<file path="src/rtl/div_seq_if.sv">
// EX-stage <-> divider handshake: operands, request/flush and the result/status it returns.
interface div_seq_if #(
  parameter int WIDTH = 32
) ();
  logic                 signed_i;
  logic [WIDTH-1:0]     opdata1_i;
  logic [WIDTH-1:0]     opdata2_i;
  logic                 start_i;
  logic                 annul_i;
  logic [2*WIDTH-1:0]   result_o;
  logic                 ready_o;
  logic                 busy_o;

  modport master (
    output signed_i, opdata1_i, opdata2_i, start_i, annul_i,
    input  result_o, ready_o, busy_o
  );

  modport slave (
    input  signed_i, opdata1_i, opdata2_i, start_i, annul_i,
    output result_o, ready_o, busy_o
  );
endinterface

</file>
<file path="src/rtl/div_seq.sv">
// Sequential radix-2 restoring divider (DIV/DIVU) with IDLE/BYZERO/RUN/DONE sequencing.
// Optional DIV_EARLY_OUT_EN: finish immediately when |dividend| < |divisor|.
module div_seq #(
  parameter int WIDTH = 32,
  parameter int CNT_W = 6
) (
  input  logic      clk,
  input  logic      rst,
  div_seq_if.slave  bus
);

  typedef enum logic [1:0] {
    S_IDLE   = 2'd0,
    S_BYZERO = 2'd1,
    S_RUN    = 2'd2,
    S_DONE   = 2'd3
  } state_e;

  state_e               state_q, state_d;
  logic [CNT_W-1:0]     cnt_q, cnt_d;
  logic [WIDTH-1:0]     rem_q, rem_d;
  logic [WIDTH-1:0]     quo_q, quo_d;
  logic [WIDTH-1:0]     absb_q, absb_d;
  logic                 neg_quo_q, neg_quo_d;
  logic                 neg_rem_q, neg_rem_d;
  logic [2*WIDTH-1:0]   result_q, result_d;
  logic                 ready_q, ready_d;
  logic                 busy_q, busy_d;

  logic                 accept_s;
  logic                 div_zero_s;
  logic                 early_s;
  logic                 last_s;
  logic [WIDTH-1:0]     abs_a_s, abs_b_s;
  logic [WIDTH:0]       rem_shift_s;
  logic                 ge_s;
  logic [WIDTH-1:0]     rem_step_s, quo_step_s;
  logic [WIDTH-1:0]     rem_fix_s, quo_fix_s;

  assign accept_s   = bus.start_i & ~bus.annul_i;
  assign div_zero_s = (bus.opdata2_i == {WIDTH{1'b0}});
  assign abs_a_s    = (bus.signed_i & bus.opdata1_i[WIDTH-1]) ? -bus.opdata1_i : bus.opdata1_i;
  assign abs_b_s    = (bus.signed_i & bus.opdata2_i[WIDTH-1]) ? -bus.opdata2_i : bus.opdata2_i;

`ifdef DIV_EARLY_OUT_EN
  assign early_s = (abs_a_s < abs_b_s);
`else
  assign early_s = 1'b0;
`endif

  // One restoring step: the partial remainder needs one extra bit before the compare.
  assign rem_shift_s = {rem_q, quo_q[WIDTH-1]};
  assign ge_s        = (rem_shift_s >= {1'b0, absb_q});
  assign rem_step_s  = ge_s ? (rem_shift_s[WIDTH-1:0] - absb_q) : rem_shift_s[WIDTH-1:0];
  assign quo_step_s  = {quo_q[WIDTH-2:0], ge_s};
  assign rem_fix_s   = neg_rem_q ? -rem_step_s : rem_step_s;
  assign quo_fix_s   = neg_quo_q ? -quo_step_s : quo_step_s;
  assign last_s      = (cnt_q == CNT_W'(WIDTH - 1));

  // State register.
  always_ff @(posedge clk or posedge rst) begin
    if (rst) begin
      state_q <= S_IDLE;
    end else begin
      state_q <= state_d;
    end
  end

  // Next-state logic; annul_i wins over start_i everywhere.
  always_comb begin
    state_d = state_q;
    case (state_q)
      S_IDLE: begin
        if (accept_s) begin
          if (div_zero_s) begin
            state_d = S_BYZERO;
          end else if (early_s) begin
            state_d = S_DONE;
          end else begin
            state_d = S_RUN;
          end
        end else begin
          state_d = S_IDLE;
        end
      end
      S_BYZERO: state_d = bus.annul_i ? S_IDLE : S_DONE;
      S_RUN: begin
        if (bus.annul_i) begin
          state_d = S_IDLE;
        end else if (last_s) begin
          state_d = S_DONE;
        end else begin
          state_d = S_RUN;
        end
      end
      S_DONE: begin
        if (bus.annul_i) begin
          state_d = S_IDLE;
        end else if (bus.start_i) begin
          state_d = S_DONE;
        end else begin
          state_d = S_IDLE;
        end
      end
      default: state_d = S_IDLE;
    endcase
  end

  // Datapath: latch magnitudes and sign flags on accept, iterate while running.
  always_comb begin
    cnt_d     = cnt_q;
    rem_d     = rem_q;
    quo_d     = quo_q;
    absb_d    = absb_q;
    neg_quo_d = neg_quo_q;
    neg_rem_d = neg_rem_q;
    case (state_q)
      S_IDLE: begin
        if (accept_s && !div_zero_s) begin
          cnt_d     = {CNT_W{1'b0}};
          rem_d     = {WIDTH{1'b0}};
          quo_d     = abs_a_s;
          absb_d    = abs_b_s;
          neg_quo_d = bus.signed_i & (bus.opdata1_i[WIDTH-1] ^ bus.opdata2_i[WIDTH-1]);
          neg_rem_d = bus.signed_i & bus.opdata1_i[WIDTH-1];
        end else begin
          cnt_d = cnt_q;
        end
      end
      S_RUN: begin
        if (!bus.annul_i) begin
          cnt_d = cnt_q + CNT_W'(1);
          rem_d = rem_step_s;
          quo_d = quo_step_s;
        end else begin
          cnt_d = cnt_q;
        end
      end
      default: cnt_d = cnt_q;
    endcase
  end

  // Output logic: result_o only changes on a transition into DONE.
  always_comb begin
    result_d = result_q;
    ready_d  = (state_d == S_DONE);
    busy_d   = (state_d == S_BYZERO) || (state_d == S_RUN);
    case (state_q)
      S_IDLE: begin
        if (state_d == S_DONE) begin
          result_d = {bus.opdata1_i, {WIDTH{1'b0}}};
        end else begin
          result_d = result_q;
        end
      end
      S_BYZERO: begin
        if (state_d == S_DONE) begin
          result_d = {2*WIDTH{1'b0}};
        end else begin
          result_d = result_q;
        end
      end
      S_RUN: begin
        if (state_d == S_DONE) begin
          result_d = {rem_fix_s, quo_fix_s};
        end else begin
          result_d = result_q;
        end
      end
      default: result_d = result_q;
    endcase
  end

  // Datapath and output registers.
  always_ff @(posedge clk or posedge rst) begin
    if (rst) begin
      cnt_q     <= {CNT_W{1'b0}};
      rem_q     <= {WIDTH{1'b0}};
      quo_q     <= {WIDTH{1'b0}};
      absb_q    <= {WIDTH{1'b0}};
      neg_quo_q <= 1'b0;
      neg_rem_q <= 1'b0;
      result_q  <= {2*WIDTH{1'b0}};
      ready_q   <= 1'b0;
      busy_q    <= 1'b0;
    end else begin
      cnt_q     <= cnt_d;
      rem_q     <= rem_d;
      quo_q     <= quo_d;
      absb_q    <= absb_d;
      neg_quo_q <= neg_quo_d;
      neg_rem_q <= neg_rem_d;
      result_q  <= result_d;
      ready_q   <= ready_d;
      busy_q    <= busy_d;
    end
  end

  assign bus.result_o = result_q;
  assign bus.ready_o  = ready_q;
  assign bus.busy_o   = busy_q;

endmodule

</file>
<file path="src/flat_wrapper.sv">
// flat-port wrapper written by rule: the top's interface ports become plain ports
module div_seq_flat 
#(
  parameter int WIDTH = 32,
  parameter int CNT_W = 6
)
  (clk, rst, bus_signed_i, bus_opdata1_i, bus_opdata2_i, bus_start_i, bus_annul_i, bus_result_o, bus_ready_o, bus_busy_o);
  div_seq_if #(.WIDTH(WIDTH)) bus_i ();
  input  logic clk;
  input  logic rst;
  input wire logic [$bits(bus_i.signed_i)-1:0] bus_signed_i;
  input wire logic [$bits(bus_i.opdata1_i)-1:0] bus_opdata1_i;
  input wire logic [$bits(bus_i.opdata2_i)-1:0] bus_opdata2_i;
  input wire logic [$bits(bus_i.start_i)-1:0] bus_start_i;
  input wire logic [$bits(bus_i.annul_i)-1:0] bus_annul_i;
  output wire logic [$bits(bus_i.result_o)-1:0] bus_result_o;
  output wire logic [$bits(bus_i.ready_o)-1:0] bus_ready_o;
  output wire logic [$bits(bus_i.busy_o)-1:0] bus_busy_o;
  assign bus_i.signed_i = bus_signed_i;
  assign bus_i.opdata1_i = bus_opdata1_i;
  assign bus_i.opdata2_i = bus_opdata2_i;
  assign bus_i.start_i = bus_start_i;
  assign bus_i.annul_i = bus_annul_i;
  assign bus_result_o = bus_i.result_o;
  assign bus_ready_o = bus_i.ready_o;
  assign bus_busy_o = bus_i.busy_o;
  div_seq #(.WIDTH(WIDTH), .CNT_W(CNT_W)) u_core (.clk(clk), .rst(rst), .bus(bus_i));
endmodule
</file>
<file path="config.mk">
export PLATFORM = sky130hd
export DESIGN_NAME = div_seq_flat
export DESIGN_NICKNAME = d
export VERILOG_FILES = /design/src/rtl/div_seq_if.sv /design/src/rtl/div_seq.sv /design/src/flat_wrapper.sv
export SDC_FILE = /design/constraint.sdc
export NUM_CORES = 1
export LEC_CHECK = 0
export BUFFER_PORTS_ARGS = -buffer_cell sky130_fd_sc_hd__buf_4
export CAP_MARGIN = 20
export CORE_MARGIN = 2
export CORE_UTILIZATION = 51
export DETAILED_ROUTE_END_ITERATION = 6
export HOLD_SLACK_MARGIN = 0.15
export PLACE_DENSITY = 0.71
export SLEW_MARGIN = 10
export SYNTH_ARGS = -nofsm -noshare
export SYNTH_HDL_FRONTEND = slang
export SYNTH_SLANG_ARGS = --single-unit
</file>
<file path="constraint.sdc">
create_clock -name clk -period 6 [get_ports clk]
set_clock_uncertainty 0.05 [all_clocks]
set_input_delay 0.3 -clock clk [delete_from_list [all_inputs] [get_ports clk]]
set_output_delay 0.3 -clock clk [all_outputs]
set_load 0.01 [all_outputs]
</file>
==> impl_metrics.env, run 1 <==
export IMPL_die_area_um2=25300
export IMPL_synth_nets=1585
export IMPL_post_route_period_util=0.915
export IMPL_r2r_start="u_core.rem_q[3]"
export IMPL_arrival_ps=5760
export IMPL_crit_path_start="u_core.rem_q[3]"
export IMPL_cp_required_ps=6270
export IMPL_antenna_cells_inserted=0
export IMPL_power_density_nw_per_um2=428
export IMPL_relSlewSlack=0.344
export IMPL_worstSetupStartpointType="register"
export IMPL_min_delay_path_depth=4
export IMPL_place_detailed_hpwl_mm=28.9
export IMPL_antenna_found_initial=0
export IMPL_floorplan_core_area_um2=23500
export IMPL_unrepaired_setup_endpoints_after_global_routing="false"
export IMPL_max_vdd_ir_drop_mv=0.214
export IMPL_path_class="register to register"
export IMPL_grt_pass1_wl_mm=62.0
export IMPL_detail_route_first_pass_iterations=6
export IMPL_htree_levels=4
export IMPL_finalSetupTns_ps=0
export IMPL_met2_grt_util=0.497
export IMPL_gp_congestion=0.960
export IMPL_global_route_overflow_total=0
export IMPL_final_period_minus_worst_setup_slack_ps=5490
export IMPL_layout_cells_most_common_list="206 x sky130_fd_sc_hd__o21ai_0, 181 x sky130_fd_sc_hd__nand2_1, 172 x sky130_fd_sc_hd__dfrtp_1"
export IMPL_hold_path_endpoint="u_core.absb_q[24]"
export IMPL_first_global_vias=11245
export IMPL_outcome="complete, no violations"
export IMPL_final_common_cell="sky130_fd_sc_hd__o21ai_0"
export IMPL_critical_path_endpoint_type="register"
export IMPL_critical_path_max_fanout=15
export IMPL_finish_net_count=1724
export IMPL_post_cts_setup_buffer_count=0
export IMPL_worst_r2r_endpoint="u_core.bus.result_o[60]"
export IMPL_sequential_share_of_the_synthesized_area=0.352
export IMPL_grt_total_usage=0.305
export IMPL_drt_antenna_violating_nets=0
export IMPL_final_hold_violation_count=0
export IMPL_synth_cell_area_um2=12200
export IMPL_timing_max_transition_violations_final=0
export IMPL_boundary_pins=135
export IMPL_yosys_most_used_dff="sky130_fd_sc_hd__dfrtp_1"
export IMPL_worst_slew_pin_transition_ps=984
export IMPL_floorplan_initialDensity=0.520
export IMPL_netlist_cell_type_count=87
export IMPL_tritoncts="done"
export IMPL_synth_cells=1471
export IMPL_row_count=56
export IMPL_insertion_delay_ps=440
export IMPL_synth_warnings=0
export IMPL_fmaxAchievable_mhz=182
export IMPL_cell_count_of_the_worst_reg_to_reg_path=16
export IMPL_dp_slack_ps=626
export IMPL_r2r_slack_ps=510
export IMPL_layout_drive_gt1_share=0.138
export IMPL_gr_usage_met1=0.422
export IMPL_number_of_flip_flops_and_latches_in_the_synthesized_netlist=172
export IMPL_die_width_um=159
export IMPL_postSynthAreaPerCell_um2=8.32
export IMPL_totalWireLength_mm=38.5
export IMPL_clk_path_buf_depth=2
export IMPL_reg_clk_slew_reported_paths_ps=80
export IMPL_hp_start="bus_opdata2_i[24]"
export IMPL_drc_errors=0
export IMPL_fill_cells=2079
export IMPL_detailedRoute_firstIterationViolations=1191
export IMPL_drv_cap=0
export IMPL_clock_sink_count=172
export IMPL_grt_most_used_layer="met2"
export IMPL_async_reset_ff_frac=1.00
export IMPL_post_route_worst_setup_slack_ps=508
export IMPL_die_y_um=159
export IMPL_largest_net_degree_at_the_start_of_global_routing=105
export IMPL_groute_layer_met3_usage=0.0327
export IMPL_wl_per_cell_um=19.8
export IMPL_via_to_cell_ratio=6.12
export IMPL_hold_class="input pin to register"
export IMPL_io_buffers=134
export IMPL_num_vias=11882
export IMPL_cts_buffers=17
export IMPL_cts_root_buffer_cell="sky130_fd_sc_hd__clkbuf_16"
export IMPL_p_leak_uw=0.00627
export IMPL_timing_final_setup_violations=0
export IMPL_count_of_flip_flops_with_a_built_in_enable_after_synthesis=0
export IMPL_area_growth_syn_to_layout_pct=18.6
==> where the power goes <==
part           switching (uW)  internal (uW)
Sequential                347           1550
Combinational            1930           1210
Clock                     573            605
==> through the flow <==
| stage | utilization | std cells | hold WS [ps] | instance area, um2 | total power, uW |
|---|---|---|---|---|---|
| 4_1_cts | 0.617 | 1942 | 151 | 14500 | 6180 |
| 6_report | 0.617 | 1942 | 151 | 14500 | 6210 |
| 5_1_grt | 0.617 | 1942 | 156 | 14500 | 6660 |
| 3_3_place_gp | 0.572 | 1867 | 413 | 13500 | 4920 |
| 2_1_floorplan | - | 1471 | 337 | 12200 | 3960 |
| 3_5_place_dp | 0.572 | 1867 | 421 | 13500 | 4980 |
==> synthesized netlist by cell type (30+ instances only) <==
cell,count,area share
sky130_fd_sc_hd__dfrtp_1,172,0.35
sky130_fd_sc_hd__xnor2_1,57,0.041
sky130_fd_sc_hd__nor3_1,34,0.014
sky130_fd_sc_hd__xor2_1,78,0.056
sky130_fd_sc_hd__mux2i_1,30,0.025
sky130_fd_sc_hd__a22oi_1,32,0.020
sky130_fd_sc_hd__a21oi_1,87,0.036
sky130_fd_sc_hd__nand2_1,181,0.056
sky130_fd_sc_hd__inv_1,54,0.017
sky130_fd_sc_hd__ha_1,44,0.045
sky130_fd_sc_hd__clkbuf_1,57,0.017
sky130_fd_sc_hd__nor2_1,114,0.035
sky130_fd_sc_hd__o21ai_0,206,0.084
==> final cells by class <==
cell class / instances / area (um2) / share of cell area
multi-input cells: 1170 / 7430 / 0.511
clock inverters: 15 / 189 / 0.0130
inverters: 55 / 211 / 0.0146
flip-flops and latches: 172 / 4300 / 0.296
clock buffers: 17 / 425 / 0.0293
well taps: 319 / 399 / 0.0275
repair buffers: 194 / 1560 / 0.108
==> kinds of logic (layout without fill, tap and decap cells) <==
family                     count (synthesis)  in the layout  share of synthesized area
DFF                                      172            172                      0.352
muxes                                     40             40                     0.0337
adders and majority gates                 45             45                     0.0466
and+or+nand+nor                          477            477                      0.185
xor gates and xnor gates                 135            135                     0.0966
buffers and inverters                    129            281                     0.0419
AOI/OAI and AO/OA                        473            473                      0.245
==> registers in the layout, summed over array words and instances (netlist names) <==
name,count
u_core.bus.result_o,64
u_core.absb_q,32
u_core.quo_q,32
u_core.rem_q,32
u_core.cnt_q,6
u_core.state_q,2
u_core.bus.busy_o,1
u_core.bus.ready_o,1
u_core.neg_quo_q,1
u_core.neg_rem_q,1
==> worst max-delay path by stage <==
stage	slack (ps)	cells past startpoint	to
floorplan	730	22	u_core.bus.result_o[50]
global placement	810	17	u_core.bus.result_o[50]
detailed placement	630	16	u_core.bus.result_o[60]
CTS	590	16	u_core.bus.result_o[60]
global route	80	16	u_core.bus.result_o[60]
finish	510	16	u_core.bus.result_o[60]
==> timing repair <==
action                    CTS  global route
hold endpoints to repair  152             0
hold buffers               43             0
gates resized for setup     0             0
==> per-layer routing <==
layer,up-vias,part of all wire
met5,-,0
met4,0,0.036
met3,68,0.061
met2,478,0.47
met1,5743,0.43
li1,5593,-
==> critical path: stages (launching register included) <==
cell and delay [ps]:
sky130_fd_sc_hd__dfrtp_1 440, sky130_fd_sc_hd__ha_1 540, sky130_fd_sc_hd__o2111ai_2 310, sky130_fd_sc_hd__a211oi_4 420
sky130_fd_sc_hd__o211ai_2 200, sky130_fd_sc_hd__a211oi_4 290, sky130_fd_sc_hd__or2_2 360, sky130_fd_sc_hd__inv_1 110
sky130_fd_sc_hd__mux2i_1 250, sky130_fd_sc_hd__ha_1 280, sky130_fd_sc_hd__or4b_2 620, sky130_fd_sc_hd__nor3_1 170
sky130_fd_sc_hd__a21oi_1 130, sky130_fd_sc_hd__o31ai_1 570, sky130_fd_sc_hd__mux2i_1 180, sky130_fd_sc_hd__a221oi_1 320
sky130_fd_sc_hd__a21oi_1 120
(Power assumes the default switching activity.)
==> run 2, diff against run 1 <==
- CELL_PAD_IN_SITES_DETAIL_PLACEMENT: default -> 1
- CELL_PAD_IN_SITES_GLOBAL_PLACEMENT: default -> 2
- CORE_UTILIZATION: 51 -> 36
- PLACE_DENSITY: 0.71 -> default
- PLACE_DENSITY_LB_ADDON: default -> 0.1
==> run 2 against run 1 <==
Compared with the run above: critical path type unchanged; wire length is 16% higher; largest power group unchanged; sequential share of layout area is 0.54 points lower; sequential power hardly changed; cell count is 7.3% higher; clock-buffer cell count is 2 higher; largest cell class unchanged; register-to-register slack better by 40 ps; combinational power is 4% higher.
==> impl_metrics.env, run 2 (synthesis gave the netlist of run 1 again) <==
export IMPL_path_cells="ha_1, a21oi_1, o21ai_0, a21oi_1, nor2_1, a211o_1, or2_2, buf_4, o21ai_0, ha_1, or4b_2, or3_1, nor3_1, a31oi_1, o41ai_1, xor2_1, nand2_1, a21oi_1"
export IMPL_global_route_overflow_total=0
export IMPL_timing_final_setup_violations=0
export IMPL_cts_root_buffer_cell="sky130_fd_sc_hd__clkbuf_16"
export IMPL_wl_per_cell_um=21.5
export IMPL_floorplan_core_area_um2=33500
export IMPL_unrepaired_setup_endpoints_after_global_routing="false"
export IMPL_place_detailed_hpwl_mm=34.6
export IMPL_layout_drive_gt1_share=0.138
export IMPL_critical_path_max_fanout=24
export IMPL_post_place_cells=1999
export IMPL_layout_cells_most_common_list="206 x sky130_fd_sc_hd__o21ai_0, 181 x sky130_fd_sc_hd__nand2_1, 172 x sky130_fd_sc_hd__dfrtp_1"
export IMPL_fmaxAchievable_mhz=183
export IMPL_drt_antenna_violating_nets=0
export IMPL_reg_clk_slew_reported_paths_ps=80
export IMPL_die_y_um=188
export IMPL_cp_slowest_cell="sky130_fd_sc_hd__or4b_2"
export IMPL_max_vdd_ir_drop_mv=0.224
export IMPL_post_route_period_util=0.908
export IMPL_die_area_um2=35500
export IMPL_finalSetupTns_ps=0
export IMPL_antenna_found_initial=0
export IMPL_area_growth_syn_to_layout_pct=20.8
export IMPL_floorplan_initialDensity=0.365
export IMPL_path_buf_inv=1
export IMPL_insertion_delay_ps=470
export IMPL_gp_congestion=0.873
export IMPL_ctsHoldBuffers=52
export IMPL_antenna_cells_inserted=0
export IMPL_drc_errors=0
export IMPL_num_vias=11680
export IMPL_post_cts_resize_count=0
export IMPL_path_class="register to register"
export IMPL_detailedRoute_firstIterationViolations=555
export IMPL_hold_class="input pin to register"
export IMPL_power_density_nw_per_um2=429
export IMPL_largest_reg_flops=64
export IMPL_critical_path_endpoint_type="register"
export IMPL_cts_buffers=17
export IMPL_worstSetupStartpointType="register"
export IMPL_tritoncts="done"
export IMPL_via_to_cell_ratio=5.61
export IMPL_drv_cap=0
export IMPL_arrival_ps=5790
export IMPL_finish_net_count=1736
export IMPL_outcome="complete, no violations"
export IMPL_boundary_pins=135
export IMPL_cp_required_ps=6340
export IMPL_row_count=67
export IMPL_totalWireLength_mm=44.8
export IMPL_worst_slew_pin_transition_ps=1020
export IMPL_p_leak_uw=0.00632
export IMPL_cpPeakStageDelay_ps=610
export IMPL_clock_sink_count=172
export IMPL_final_common_cell="sky130_fd_sc_hd__o21ai_0"
export IMPL_detail_route_first_pass_iterations=5
export IMPL_critical_path_most_common_cell="sky130_fd_sc_hd__a21oi_1"
export IMPL_largest_net_degree_at_the_start_of_global_routing=72
export IMPL_grt_pass1_wl_mm=70.7
export IMPL_htree_levels=4
export IMPL_die_width_um=188
export IMPL_first_global_vias=12070
export IMPL_path_delay_family="compound AO/OA/AOI/OAI gates"
export IMPL_post_cts_setup_buffer_count=0
export IMPL_grt_total_usage=0.258
export IMPL_timing_max_transition_violations_final=0
export IMPL_clk_path_buf_depth=2
export IMPL_final_period_minus_worst_setup_slack_ps=5450
export IMPL_io_buffers=134
export IMPL_final_hold_violation_count=0
export IMPL_relSlewSlack=0.321
export IMPL_layout_cells_non_filler=2083
-- run 2: power by group --
part	internal [uW]	switching, uW
registers	1550	327
logic	1230	2050
clock network	636	545
total	3420	2930
-- run 2: layout make-up --
cell class	count	area, um2
tap	448	561
timing repair buffer	206	1690
sequential	172	4300
multi-input combinational	1170	7430
fill	4020	18700
inverter	55	211
clock inverter	13	155
clock buffer	19	443
-- run 2: worst register-to-register path, delay by kind of cell, from the launching register on --
family | cells | cell delay [ps]
XOR/XNOR | 1 | 190
flip-flops | 1 | 430
adder cells (fa/ha/maj) | 2 | 710
buffers and inverters | 1 | 260
AND/OR/NAND/NOR | 6 | 1670
AO/OA/AOI/OAI | 8 | 2080
-- run 2: worst paths after layout --
path                            cells past startpoint                      end  slack, ps                   start
worst max-delay path                               18  u_core.bus.result_o[50]        550        u_core.rem_q[17]
worst min-delay path                                4        u_core.absb_q[17]        150       bus_opdata2_i[17]
worst max register to register                     18  u_core.bus.result_o[50]        550        u_core.rem_q[17]
worst min register to register                      2   u_core.bus.result_o[0]        430  u_core.bus.result_o[0]
max in group asynchronous                           4  u_core.bus.result_o[41]       4270                     rst
min in group asynchronous                           3  u_core.bus.result_o[30]        320                     rst
-- run 2: through the flow --
step	worst slack [ps]	power, uW	area, um2	hold slack [ps]	utilization
2_1_floorplan	727	3960	12200	337	-
3_3_place_gp	809	5090	13700	256	0.408
3_5_place_dp	670	5160	13700	254	0.408
4_1_cts	654	6400	14800	153	0.441
5_1_grt	157	6860	14800	160	0.441
6_report	550	6350	14800	155	0.441
-- run 2: layer usage --
metal	share of wire	vias to the layer above	track usage
met5	0	-	0
met4	0.038	0	0.105
met3	0.032	65	0.0365
met2	0.47	202	0.430
met1	0.46	5806	0.337
li1	-	5607	-
